### config.mk
export PLATFORM = sky130hd
export DESIGN_NAME = program_loader
export DESIGN_NICKNAME = d
export VERILOG_FILES = /design/src/rtl/program_loader_pkg.sv /design/src/rtl/program_loader.sv
export SDC_FILE = /design/constraint.sdc
export NUM_CORES = 1
export LEC_CHECK = 0
export ABC_AREA = 1
export BUFFER_PORTS_ARGS = -buffer_cell sky130_fd_sc_hd__buf_2
export CAP_MARGIN = 25
export CORE_MARGIN = 2
export CORE_UTILIZATION = 48
export CTS_CLUSTER_SIZE = 24
export DETAILED_ROUTE_END_ITERATION = 8
export GPL_TIMING_DRIVEN = 0
export PLACE_DENSITY = 0.74
export SYNTH_ARGS = -nofsm -noshare
export SYNTH_HDL_FRONTEND = slang
export SYNTH_SLANG_ARGS = --single-unit
### constraint.sdc
create_clock -name clk -period 2.3 [get_ports clk]
set_clock_uncertainty 0.1 [all_clocks]
set_input_delay 0.345 -clock clk [delete_from_list [all_inputs] [get_ports clk]]
set_output_delay 0.345 -clock clk [all_outputs]
set_load 0.05 [all_outputs]
### src/rtl/program_loader_pkg.sv
// Shared loader definitions: FSM state encoding and image header layout.
// The core's load port reuses these so both sides agree on the image format.
package program_loader_pkg;

    typedef enum logic [2:0] {
        IDLE,
        HDR_RD,
        HDR_CAP,
        RD,
        CAP,
        PUSH,
        DONE,
        ERR
    } ld_state_e;

    // Byte offset of the length header inside the image; program bytes follow it.
    localparam logic [7:0] HDR_OFFSET = 8'd0;

endpackage

### src/rtl/program_loader.sv
// Program loader: reads a length-prefixed image from byte-addressed memory
// and pushes each program byte to the core with a valid/ready handshake.
// Outputs come from registers or from state decode, never from loadReady.
module program_loader
    import program_loader_pkg::*;
#(
    parameter int MEM_AW  = 8,
    parameter int MAX_LEN = 255
) (
    input  logic              clk,
    input  logic              reset,
    input  logic              start,
    output logic              memRd,
    output logic [MEM_AW-1:0] memAddr,
    input  logic [7:0]        memData,
    output logic              loadValid,
    input  logic              loadReady,
    output logic [7:0]        loadAddr,
    output logic [7:0]        loadData,
    output logic              run,
    output logic              busy,
    output logic              error
);

    // Widened limit so the length compare has headroom over the 8-bit header.
    localparam logic [8:0] MAX_LEN_W = 9'(MAX_LEN);

    ld_state_e  state_q, state_d;
    logic [7:0] idx_q, idx_d;
    logic [7:0] len_q, len_d;
    logic [7:0] laddr_q, laddr_d;
    logic [7:0] ldata_q, ldata_d;
    logic       run_q;
    logic       err_q;
    logic [8:0] rd_off;

    // State and datapath registers; reset wins over every other input.
    always_ff @(posedge clk) begin
        if (reset) begin
            state_q <= IDLE;
            idx_q   <= '0;
            len_q   <= '0;
            laddr_q <= '0;
            ldata_q <= '0;
            run_q   <= 1'b0;
            err_q   <= 1'b0;
        end else begin
            state_q <= state_d;
            idx_q   <= idx_d;
            len_q   <= len_d;
            laddr_q <= laddr_d;
            ldata_q <= ldata_d;
            run_q   <= (state_q == DONE);
            err_q   <= (state_q == ERR);
        end
    end

    // Next-state logic: header fetch, then read/capture/push per program byte.
    always_comb begin
        state_d = state_q;
        idx_d   = idx_q;
        len_d   = len_q;
        laddr_d = laddr_q;
        ldata_d = ldata_q;
        unique case (state_q)
            IDLE:    if (start) state_d = HDR_RD;
            HDR_RD:  state_d = HDR_CAP;
            HDR_CAP: begin
                len_d = memData;
                if (memData == 8'd0 || {1'b0, memData} > MAX_LEN_W) begin
                    state_d = ERR;
                end else begin
                    idx_d   = '0;
                    state_d = RD;
                end
            end
            RD:      state_d = CAP;
            CAP: begin
                ldata_d = memData;
                laddr_d = idx_q;
                state_d = PUSH;
            end
            PUSH: begin
                if (loadReady) begin
                    if (idx_q == len_q - 8'd1) begin
                        state_d = DONE;
                    end else begin
                        idx_d   = idx_q + 8'd1;
                        state_d = RD;
                    end
                end
            end
            DONE:    state_d = DONE;
            ERR:     state_d = ERR;
            default: state_d = IDLE;
        endcase
    end

    // Memory strobe/address and status flags decoded from the state register.
    always_comb begin
        rd_off    = {1'b0, idx_q} + {1'b0, HDR_OFFSET} + 9'd1;
        memRd     = 1'b0;
        memAddr   = '0;
        if (state_q == HDR_RD) begin
            memRd   = 1'b1;
            memAddr = MEM_AW'(HDR_OFFSET);
        end else if (state_q == RD) begin
            memRd   = 1'b1;
            memAddr = MEM_AW'(rd_off);
        end
        loadValid = (state_q == PUSH);
        busy      = (state_q == HDR_RD) || (state_q == HDR_CAP) || (state_q == RD) ||
                    (state_q == CAP)    || (state_q == PUSH);
    end

    assign loadAddr = laddr_q;
    assign loadData = ldata_q;
    assign run      = run_q;
    assign error    = err_q;

endmodule

==> results.yml, run 1 <==
detailed_routing:
  drc: 0
  wl_um: 4790
  drt-initial-drc-count: 112
  avgRoutedWirePerCell_um: 12.4
  ant_nets: 0
  dr_total_vias: 1971
  vias_per_cell: 5.09
  drt_first_pass_iters: 4
logic_synthesis:
  synth_top_family_by_area: "simple AND/OR/NAND/NOR gates"
  ys_ff_latch: 37
  synth_flop_cell: "dfxtp_1"
  synth_most_common_cell: "nand2_1"
  synth-compound-area-share: 0.134
  synthXorXnorAreaFrac: 0.0177
  synth_edf_count: 0
  synth_common_cells: "nand2_1, nor2_1, dfxtp_1"
  synth_fp_nets: 304
  synth_top_area_frac: 0.375
  netlist_area_um2: 1980
  synth.area.mux_share: 0
  synth_cells: 290
  synth_cell_types: 27
  synthesis.area_per_instance_um2: 6.81
  synth-simple-area-share: 0.367
  synth_top_cell_by_area: "dfxtp_1"
  async_reset_ff_frac: 0
  ys_warn_count: 0
  synth_area_leaders: "dfxtp_1, nand2_1, nor2_1"
  synth-adder-area-share: 0.0127
  ys_seq_area_frac: 0.375
cts:
  clock-root-buffer: "clkbuf_8"
  cts_buffers: 5
  cts.sinks: 37
  ctsHoldBuffers: 0
  htreeDepth: 2
  cts_tree: "built"
  cts_max_path_buffers: 2
  clk_latency_ns: 0.29
  clk_pin_slew_ns: 0.07
timing:
  tightest_slew_ns: 0.521
  tns_ns: 0
  slew_headroom: 0.652
  hold_viol: 0
  fmax_mhz: 452
  fin_crit_sh: 0.962
  slew_viol_final: 0
  setup_viol: 0
  min_period_ns: 2.21
hold_path:
  min_path_type: "primary input to flop"
  min_from: "memData[3]"
die:
  ios: 41
  die_area_um2: 4650
  die_h_um: 68.2
  num_rows: 23
  die_w_um: 68.2
  start_util: 0.497
  core_area_um2: 3970
place:
  gp_congestion: 0.865
  place_hpwl_um: 3650
  port_buffers: 39
setup_path:
  max_stage_delay_ns: 0.37
  worst_setup_path_end_kind: "output port"
  path_buf_inv: 2
  cp.required_ns: 1.86
  cp-startpoint: "idx_q[0]$_SDFFE_PP0P_"
  path_max_fanout: 5
  slowest_stage: "dfxtp_2"
  path_cells: "inv_1 -> nor3_2 -> nand3_1 -> nor2_2 -> nand3_1 -> a21oi_2 -> buf_6"
  critPathLaunchType: "flop"
  crit_top_cell: "nand3_1"
  timing.rr.start: "len_q[0]$_SDFFE_PP0P_"
  crit_family: "simple AND/OR/NAND/NOR gates"
  worst-setup-path-type: "flop to output port"
  arrival_ns: 1.77
outcome:
  status: "complete, no violations"
pwr:
  power_frac_comb: 0.275
  power.share.clock: 0.284
  switching_share: 0.348
  pwr-share-seq: 0.441
  vdd_ir_drop_max_uv: 400
  power_density_nw_per_um2: 675
  p_leak_nw: 1.12
  internal_power_mw: 1.05
  p_sw_uw: 559
layout:
  drive_above_1_share: 0.267
  syn_to_final_growth_pct: 20.5
  antenna_cells: 0
  fin_util: 0.600
  fin_nets: 351
grt:
  grt_util_met2: 0.334
  antenna_found_initial: 0
  grt_util_met1: 0.331
  grt_usage: 0.231
  grt_max_degree: 11
  grt_util_met3: 0.0526
  overflow: 0
  busiest_layer: "met2"
  grt_pass1_wl_um: 7860
  grt_pass1_vias: 1660
job:
  max_cap_violations: 0
==> power groups by stage <==
stage          Clock, mW  Combinational (mW)  Sequential (mW)
3_5_place_dp           0               0.441            0.722
4_1_cts            0.459               0.443            0.708
6_report           0.457               0.441            0.708
2_1_floorplan          0               0.308            0.765
5_1_grt            0.494               0.490            0.714
3_3_place_gp           0               0.432            0.721
==> state kept, by name, summed over array words and instances (netlist names) <==
signal    flops
error         1
idx_q         8
len_q         8
loadAddr      8
loadData      8
run           1
state_q       3
==> worst register-to-register path, delay by kind of cell, from the launching register on <==
kind                     cells  cell delay, ns
AND/OR/NAND/NOR              9            0.88
flip-flops                   1            0.43
adder cells (fa/ha/maj)      1            0.33
buffers and inverters        2            0.17
AO/OA/AOI/OAI                1            0.15
==> per-stage QoR <==
| stage | hold WS, ns | setup WS [ns] | instance area (um^2) | instances | power, mW |
|---|---|---|---|---|---|
| after global placement | 0.377 | 0.235 | 2270 | 379 | 1.15 |
| final | 0.211 | 0.0876 | 2380 | 387 | 1.61 |
| after floorplan | 0.357 | -0.00700 | 2010 | 290 | 1.07 |
| after detailed placement | 0.381 | 0.222 | 2270 | 379 | 1.16 |
| after CTS | 0.203 | 0.000268 | 2360 | 386 | 1.61 |
| after global routing | 0.228 | -0.0277 | 2380 | 387 | 1.70 |
==> final timing paths <==
check,slack (ns),depth (start not counted),end
worst max-delay path,0.09,7,memAddr[7]
worst min-delay path,0.21,3,loadData[3]$_SDFFE_PP0P_
worst max register to register,0.17,13,idx_q[3]$_SDFFE_PP0P_
worst min register to register,0.39,2,idx_q[1]$_SDFFE_PP0P_
==> logic make-up (layout without fill, tap and decap cells) <==
family / Yosys count / in the layout
flip-flops: 37 / 37
AO/OA/AOI/OAI: 52 / 52
XOR/XNOR: 4 / 4
AND/OR/NAND/NOR: 148 / 148
adder cells (fa/ha/maj): 2 / 2
buffers and inverters: 47 / 94
==> timing repair <==
action                                  CTS  global route
resized for setup                         2             7
pin swaps                                 0             2
endpoints found under the hold margin     0             0
endpoints found under the setup margin    1             3
setup buffers                             0             1
==> layout by cell type, fill, tap and decap left out <==
cell type / n
nand2_1: 55
buf_2: 38
nor2_1: 37
dfxtp_1: 35
inv_1: 29
o21ai_0: 27
a21oi_1: 23
nand3_1: 17
nor2_2: 11
inv_2: 9
nand4_1: 7
clkbuf_1: 7
clkbuf_8: 6
nand2_2: 4
nor2_4: 4
nand3_4: 3
nor3_1: 3
buf_6: 2
xor2_1: 2
a21oi_2: 2
nand3_2: 2
ha_1: 2
dfxtp_2: 2
xor2_2: 1
nor3_2: 1
nor3_4: 1
nand2_4: 1
xnor2_1: 1
clkinv_1: 1
nor4_2: 1
nor4_1: 1
clkbuf_4: 1
buf_4: 1
==> per-layer routing <==
| metal | up-vias | routed length [um] |
|---|---|---|
| li1 | 1028 | - |
| met1 | 895 | 2300 |
| met2 | 38 | 2180 |
| met3 | 10 | 220 |
| met4 | 0 | 89 |
| met5 | - | 0 |
==> final cells by class <==
| type | instances | area [um^2] |
|---|---|---|
| Clock buffer | 7 | 86.3 |
| Timing Repair Buffer | 40 | 211 |
| Sequential cell | 37 | 743 |
| Buffer | 8 | 38.8 |
| Tap cell | 50 | 62.6 |
| Multi-Input combinational cell | 206 | 1090 |
| Fill cell | 375 | 1590 |
| Inverter | 39 | 146 |
No activity file was read; power rests on OpenSTA's default activity.
==> inputs of run 2 (changes only) <==
--- a/config.mk
+++ b/config.mk
@@ -14,6 +14,7 @@
 export DETAILED_ROUTE_END_ITERATION = 8
 export GPL_TIMING_DRIVEN = 0
 export PLACE_DENSITY = 0.74
+export RECOVER_POWER = 100
 export SYNTH_ARGS = -nofsm -noshare
 export SYNTH_HDL_FRONTEND = slang
 export SYNTH_SLANG_ARGS = --single-unit
==> run 2 against run 1 <==
Against the previous run:
- clock-buffer cell count is the same
- clock power is essentially flat
- register-to-register slack is essentially flat
- via count about the same
- highest routed layer unchanged
==> results.yml, run 2 (synthesis results as in run 1) <==
cts:
  cts.sinks: 37
  htreeDepth: 2
  clock-root-buffer: "clkbuf_8"
  cts_tree: "built"
  clk_pin_slew_ns: 0.07
  cts_max_path_buffers: 2
  clk_latency_ns: 0.29
  cts_buffers: 5
  ctsHoldBuffers: 0
setup_path:
  arrival_ns: 1.76
  crit_family: "simple AND/OR/NAND/NOR gates"
  path_cells: "inv_1 -> nor3_2 -> nand3_1 -> nor2_2 -> nand3_1 -> a21oi_2 -> buf_6"
  reg2reg_depth: 13
  worst_setup_path_end_kind: "output port"
  timing.rr.start: "len_q[0]$_SDFFE_PP0P_"
  crit_top_cell: "nand3_1"
  cp.required_ns: 1.86
  path_buf_inv: 2
  worst-setup-path-type: "flop to output port"
  timing.rr.end: "idx_q[3]$_SDFFE_PP0P_"
  max_stage_delay_ns: 0.38
  timing.reg2reg.setup_slack_ns: 0.18
  path_max_fanout: 5
  critPathLaunchType: "flop"
  slowest_stage: "dfxtp_2"
die:
  core_area_um2: 3970
  die_w_um: 68.2
  ios: 41
  num_rows: 23
  die_h_um: 68.2
  start_util: 0.497
  die_area_um2: 4650
outcome:
  status: "complete, no violations"
detailed_routing:
  dr_total_vias: 1972
  drc: 0
  vias_per_cell: 5.10
  ant_nets: 0
  drt_first_pass_iters: 4
  drt-initial-drc-count: 98
  avgRoutedWirePerCell_um: 12.4
  wl_um: 4790
layout:
  antenna_cells: 0
  layout_common_cells: "nand2_1, nor2_1, dfxtp_1"
  fin_util: 0.586
  mostFrequentLayoutCell: "nand2_1"
  instances_no_fill: 387
  drive_above_1_share: 0.190
  syn_to_final_growth_pct: 17.9
  fin_nets: 351
grt:
  grt_max_degree: 11
  grt_usage: 0.231
  grt_pass1_wl_um: 7860
  overflow: 0
  grt_pass1_vias: 1660
  antenna_found_initial: 0
job:
  max_cap_violations: 0
timing:
  slew_viol_final: 0
  fin_crit_sh: 0.960
  tightest_slew_ns: 0.606
  fmax_mhz: 453
  setup_slack_ns: 0.0913
  min_period_ns: 2.21
  hold_viol: 0
  setup_viol: 0
  slew_headroom: 0.598
place:
  place_hpwl_um: 3650
  gp_congestion: 0.865
  dpl.cell_count: 379
  pre_cts_slack_ns: 0.222
  port_buffers: 39
hold_path:
  min_from: "memData[3]"
  hold_depth: 3
  min_path_type: "primary input to flop"
  holdPathEnd: "loadData[3]$_SDFFE_PP0P_"
pwr:
  finalPower_mw: 1.59
  power_density_nw_per_um2: 684
  p_leak_nw: 1.02
  vdd_ir_drop_max_uv: 400
-- run 2: worst max path at each step --
stage | endpoint | slack (ns) | cells after the start | start
global placement | idx_q[2]$_SDFFE_PP0P_ | 0.24 | 14 | len_q[0]$_SDFFE_PP0P_
finish | memAddr[7] | 0.09 | 7 | idx_q[0]$_SDFFE_PP0P_
floorplan | memAddr[7] | -0.007 | 4 | state_q[2]$_SDFFE_PP0P_
detailed placement | idx_q[2]$_SDFFE_PP0P_ | 0.22 | 14 | len_q[0]$_SDFFE_PP0P_
global route | memAddr[7] | -0.03 | 7 | idx_q[0]$_SDFFE_PP0P_
CTS | memAddr[7] | 0.0003 | 7 | idx_q[2]$_SDFFE_PP0P_
-- run 2: layer usage --
metal  vias up  wire length [um]  track usage
li1       1027                 -            -
met1       899              2300        0.331
met2        36              2180        0.334
met3        10               223       0.0526
met4         0                89       0.0925
met5         -                 0            0
-- run 2: report_power, final --
group,switching [mW],internal [mW]
sequential,0.0309,0.678
combinational,0.305,0.124
clock,0.218,0.238
-- run 2: through the flow --
stage	hold WS, ns	setup TNS [ns]	cell area (um^2)
after floorplan	0.357	-0.00700	2010
after global placement	0.377	0	2270
after detailed placement	0.381	0	2270
after CTS	0.203	0	2360
after global routing	0.228	-0.0254	2330
final	0.211	0	2330
-- run 2: worst register-to-register path: stages (launching register included) --
cell     delay (ns)
dfxtp_1        0.43
inv_2          0.11
ha_1           0.33
inv_1          0.06
nand2_1        0.04
nand2_1        0.05
nand2_1        0.05
nor2_1         0.12
nand3_2        0.09
nor2_4         0.14
nand3_4        0.15
nand3_4        0.15
nand2_1        0.08
a21oi_1        0.15
-- run 2: final cells by class --
cell class              instances  area [um^2]
plain buffers                   8         38.8
clock buffers                   7         86.3
fillers                       389         1640
inverters                      39          146
multi-input cells             206         1060
flip-flops and latches         37          743
well taps                      50         62.6
repair buffers                 40          186
-- run 2: repair_timing --
| item | CTS | global route |
|---|---|---|
| buffers inserted | 0 | 1 |
| resized for setup | 2 | 7 |
| pin swaps | 0 | 2 |
| hold endpoints to repair | 0 | 0 |
| setup endpoints to repair | 1 | 3 |
==> inputs of run 3 (changes only) <==
--- a/config.mk
+++ b/config.mk
@@ -6,7 +6,7 @@
 export NUM_CORES = 1
 export LEC_CHECK = 0
 export ABC_AREA = 1
-export BUFFER_PORTS_ARGS = -buffer_cell sky130_fd_sc_hd__buf_2
+export BUFFER_PORTS_ARGS = -buffer_cell sky130_fd_sc_hd__buf_4
 export CAP_MARGIN = 25
 export CORE_MARGIN = 2
 export CORE_UTILIZATION = 48
@@ -15,6 +15,7 @@
 export GPL_TIMING_DRIVEN = 0
 export PLACE_DENSITY = 0.74
 export RECOVER_POWER = 100
+export SETUP_SLACK_MARGIN = 0.02
 export SYNTH_ARGS = -nofsm -noshare
 export SYNTH_HDL_FRONTEND = slang
 export SYNTH_SLANG_ARGS = --single-unit
==> run 3 against run 2 <==
Against the previous run:
- utilization is 0.85 points higher
- hold slack got worse by 0.012 ns
- sequential power about the same
- design area is 1.5% higher
- power increased by 0.49%
- critical path type unchanged
- largest power group unchanged
- clock-buffer cell count shrank 1
- first-iteration DRC count is 17% higher
==> results.yml, run 3 (synthesis results as in run 1) <==
die:
  die_w_um: 68.2
  die_area_um2: 4650
  num_rows: 23
  start_util: 0.497
  ios: 41
  die_h_um: 68.2
  core_area_um2: 3970
outcome:
  status: "complete, no violations"
place:
  gp_congestion: 0.866
  port_buffers: 39
  dpl.cell_count: 379
  place_hpwl_um: 3680
grt:
  grt_usage: 0.229
  grt_pass1_wl_um: 7930
  grt_max_degree: 12
  antenna_found_initial: 0
  overflow: 0
  grt_pass1_vias: 1769
pwr:
  finalPower_mw: 1.60
  p_leak_nw: 1.05
  power_density_nw_per_um2: 678
  vdd_ir_drop_max_uv: 469
setup_path:
  cp.required_ns: 1.86
  timing.rr.end: "idx_q[5]$_SDFFE_PP0P_"
  timing.reg2reg.setup_slack_ns: 0.20
  critPathLaunchType: "flop"
  worst-setup-path-type: "flop to output port"
  path_max_fanout: 9
  reg2reg_depth: 13
  worst_setup_path_end_kind: "output port"
  arrival_ns: 1.72
  timing.rr.start: "len_q[0]$_SDFFE_PP0P_"
cts:
  cts_max_path_buffers: 2
  ctsHoldBuffers: 0
  cts_buffers: 5
  htreeDepth: 2
  clk_pin_slew_ns: 0.07
  cts.sinks: 37
  cts_tree: "built"
  clk_latency_ns: 0.29
  clock-root-buffer: "clkbuf_8"
layout:
  instances_no_fill: 386
  fin_util: 0.595
  fin_nets: 350
  drive_above_1_share: 0.190
  syn_to_final_growth_pct: 19.6
  layout_common_cells: "nand2_1, nor2_1, dfxtp_1"
  mostFrequentLayoutCell: "nand2_1"
  antenna_cells: 0
hold_path:
  hold_depth: 3
  holdPathEnd: "loadData[2]$_SDFFE_PP0P_"
  min_from: "memData[2]"
  min_path_type: "primary input to flop"
timing:
  slew_headroom: 0.574
  fmax_mhz: 462
  setup_viol: 0
  fin_crit_sh: 0.941
  tightest_slew_ns: 0.636
  rsz0062_at_grt: "true"
  slew_viol_final: 0
  min_period_ns: 2.16
  hold_viol: 0
detailed_routing:
  drt_first_pass_iters: 4
  avgRoutedWirePerCell_um: 12.3
  ant_nets: 0
  drt-initial-drc-count: 115
  drc: 0
  wl_um: 4750
  dr_total_vias: 1950
  vias_per_cell: 5.05
job:
  max_cap_violations: 0
run 3: area by class of cell:
class	instances	area [um^2]
fill	395	1610
clock inverter	1	7.51
clock buffer	6	82.6
tap	50	62.6
sequential	37	746
timing repair buffer	39	221
inverter	39	146
multi-input combinational	206	1060
buffer	8	38.8
run 3: per-stage QoR:
stage	area, um^2	hold slack (ns)	setup slack, ns	TNS, ns
4_1_cts	2460	0.197	0.0284	0
2_1_floorplan	2010	0.357	-0.00700	-0.00700
6_report	2360	0.200	0.137	0
3_3_place_gp	2360	0.378	0.225	0
3_5_place_dp	2360	0.401	0.222	0
5_1_grt	2360	0.204	0.0149	0
run 3: repair_timing:
action                     CTS  global route
buffers inserted             0             0
pin swaps                    0             1
setup endpoints to repair    1             6
resized for setup            2             8
hold endpoints to repair     0             0
cloned                       0             0
run 3: worst max-delay path: stages (launching register included):
cell,delay [ns]
dfxtp_1,0.30
buf_2,0.15
nor2_1,0.16
nand2_1,0.33
nor2_1,0.26
buf_4,0.23
run 3: worst max-delay path by stage:
| stage | cells after the start | slack (ns) | from | to |
|---|---|---|---|---|
| after floorplan | 4 | -0.007 | state_q[2]$_SDFFE_PP0P_ | memAddr[7] |
| after global placement | 14 | 0.23 | len_q[0]$_SDFFE_PP0P_ | idx_q[2]$_SDFFE_PP0P_ |
| after detailed placement | 13 | 0.22 | len_q[0]$_SDFFE_PP0P_ | idx_q[5]$_SDFFE_PP0P_ |
| after CTS | 7 | 0.03 | idx_q[1]$_SDFFE_PP0P_ | memAddr[7] |
| after global routing | 7 | 0.01 | idx_q[1]$_SDFFE_PP0P_ | memAddr[7] |
| final | 5 | 0.14 | state_q[2]$_SDFFE_PP0P_ | memAddr[3] |
run 3: power by group:
group          internal [mW]  switching (mW)
registers              0.678          0.0309
logic                  0.129           0.300
clock network          0.237           0.226
total                   1.04           0.557
run 3: layer usage:
layer | vias to the layer above | global-route usage | part of all wire
li1 | 1023 | - | -
met2 | 48 | 0.368 | 0.47
met1 | 872 | 0.313 | 0.47
met3 | 7 | 0.0428 | 0.050
met4 | 0 | 0.0675 | 0.011
met5 | - | 0 | 0
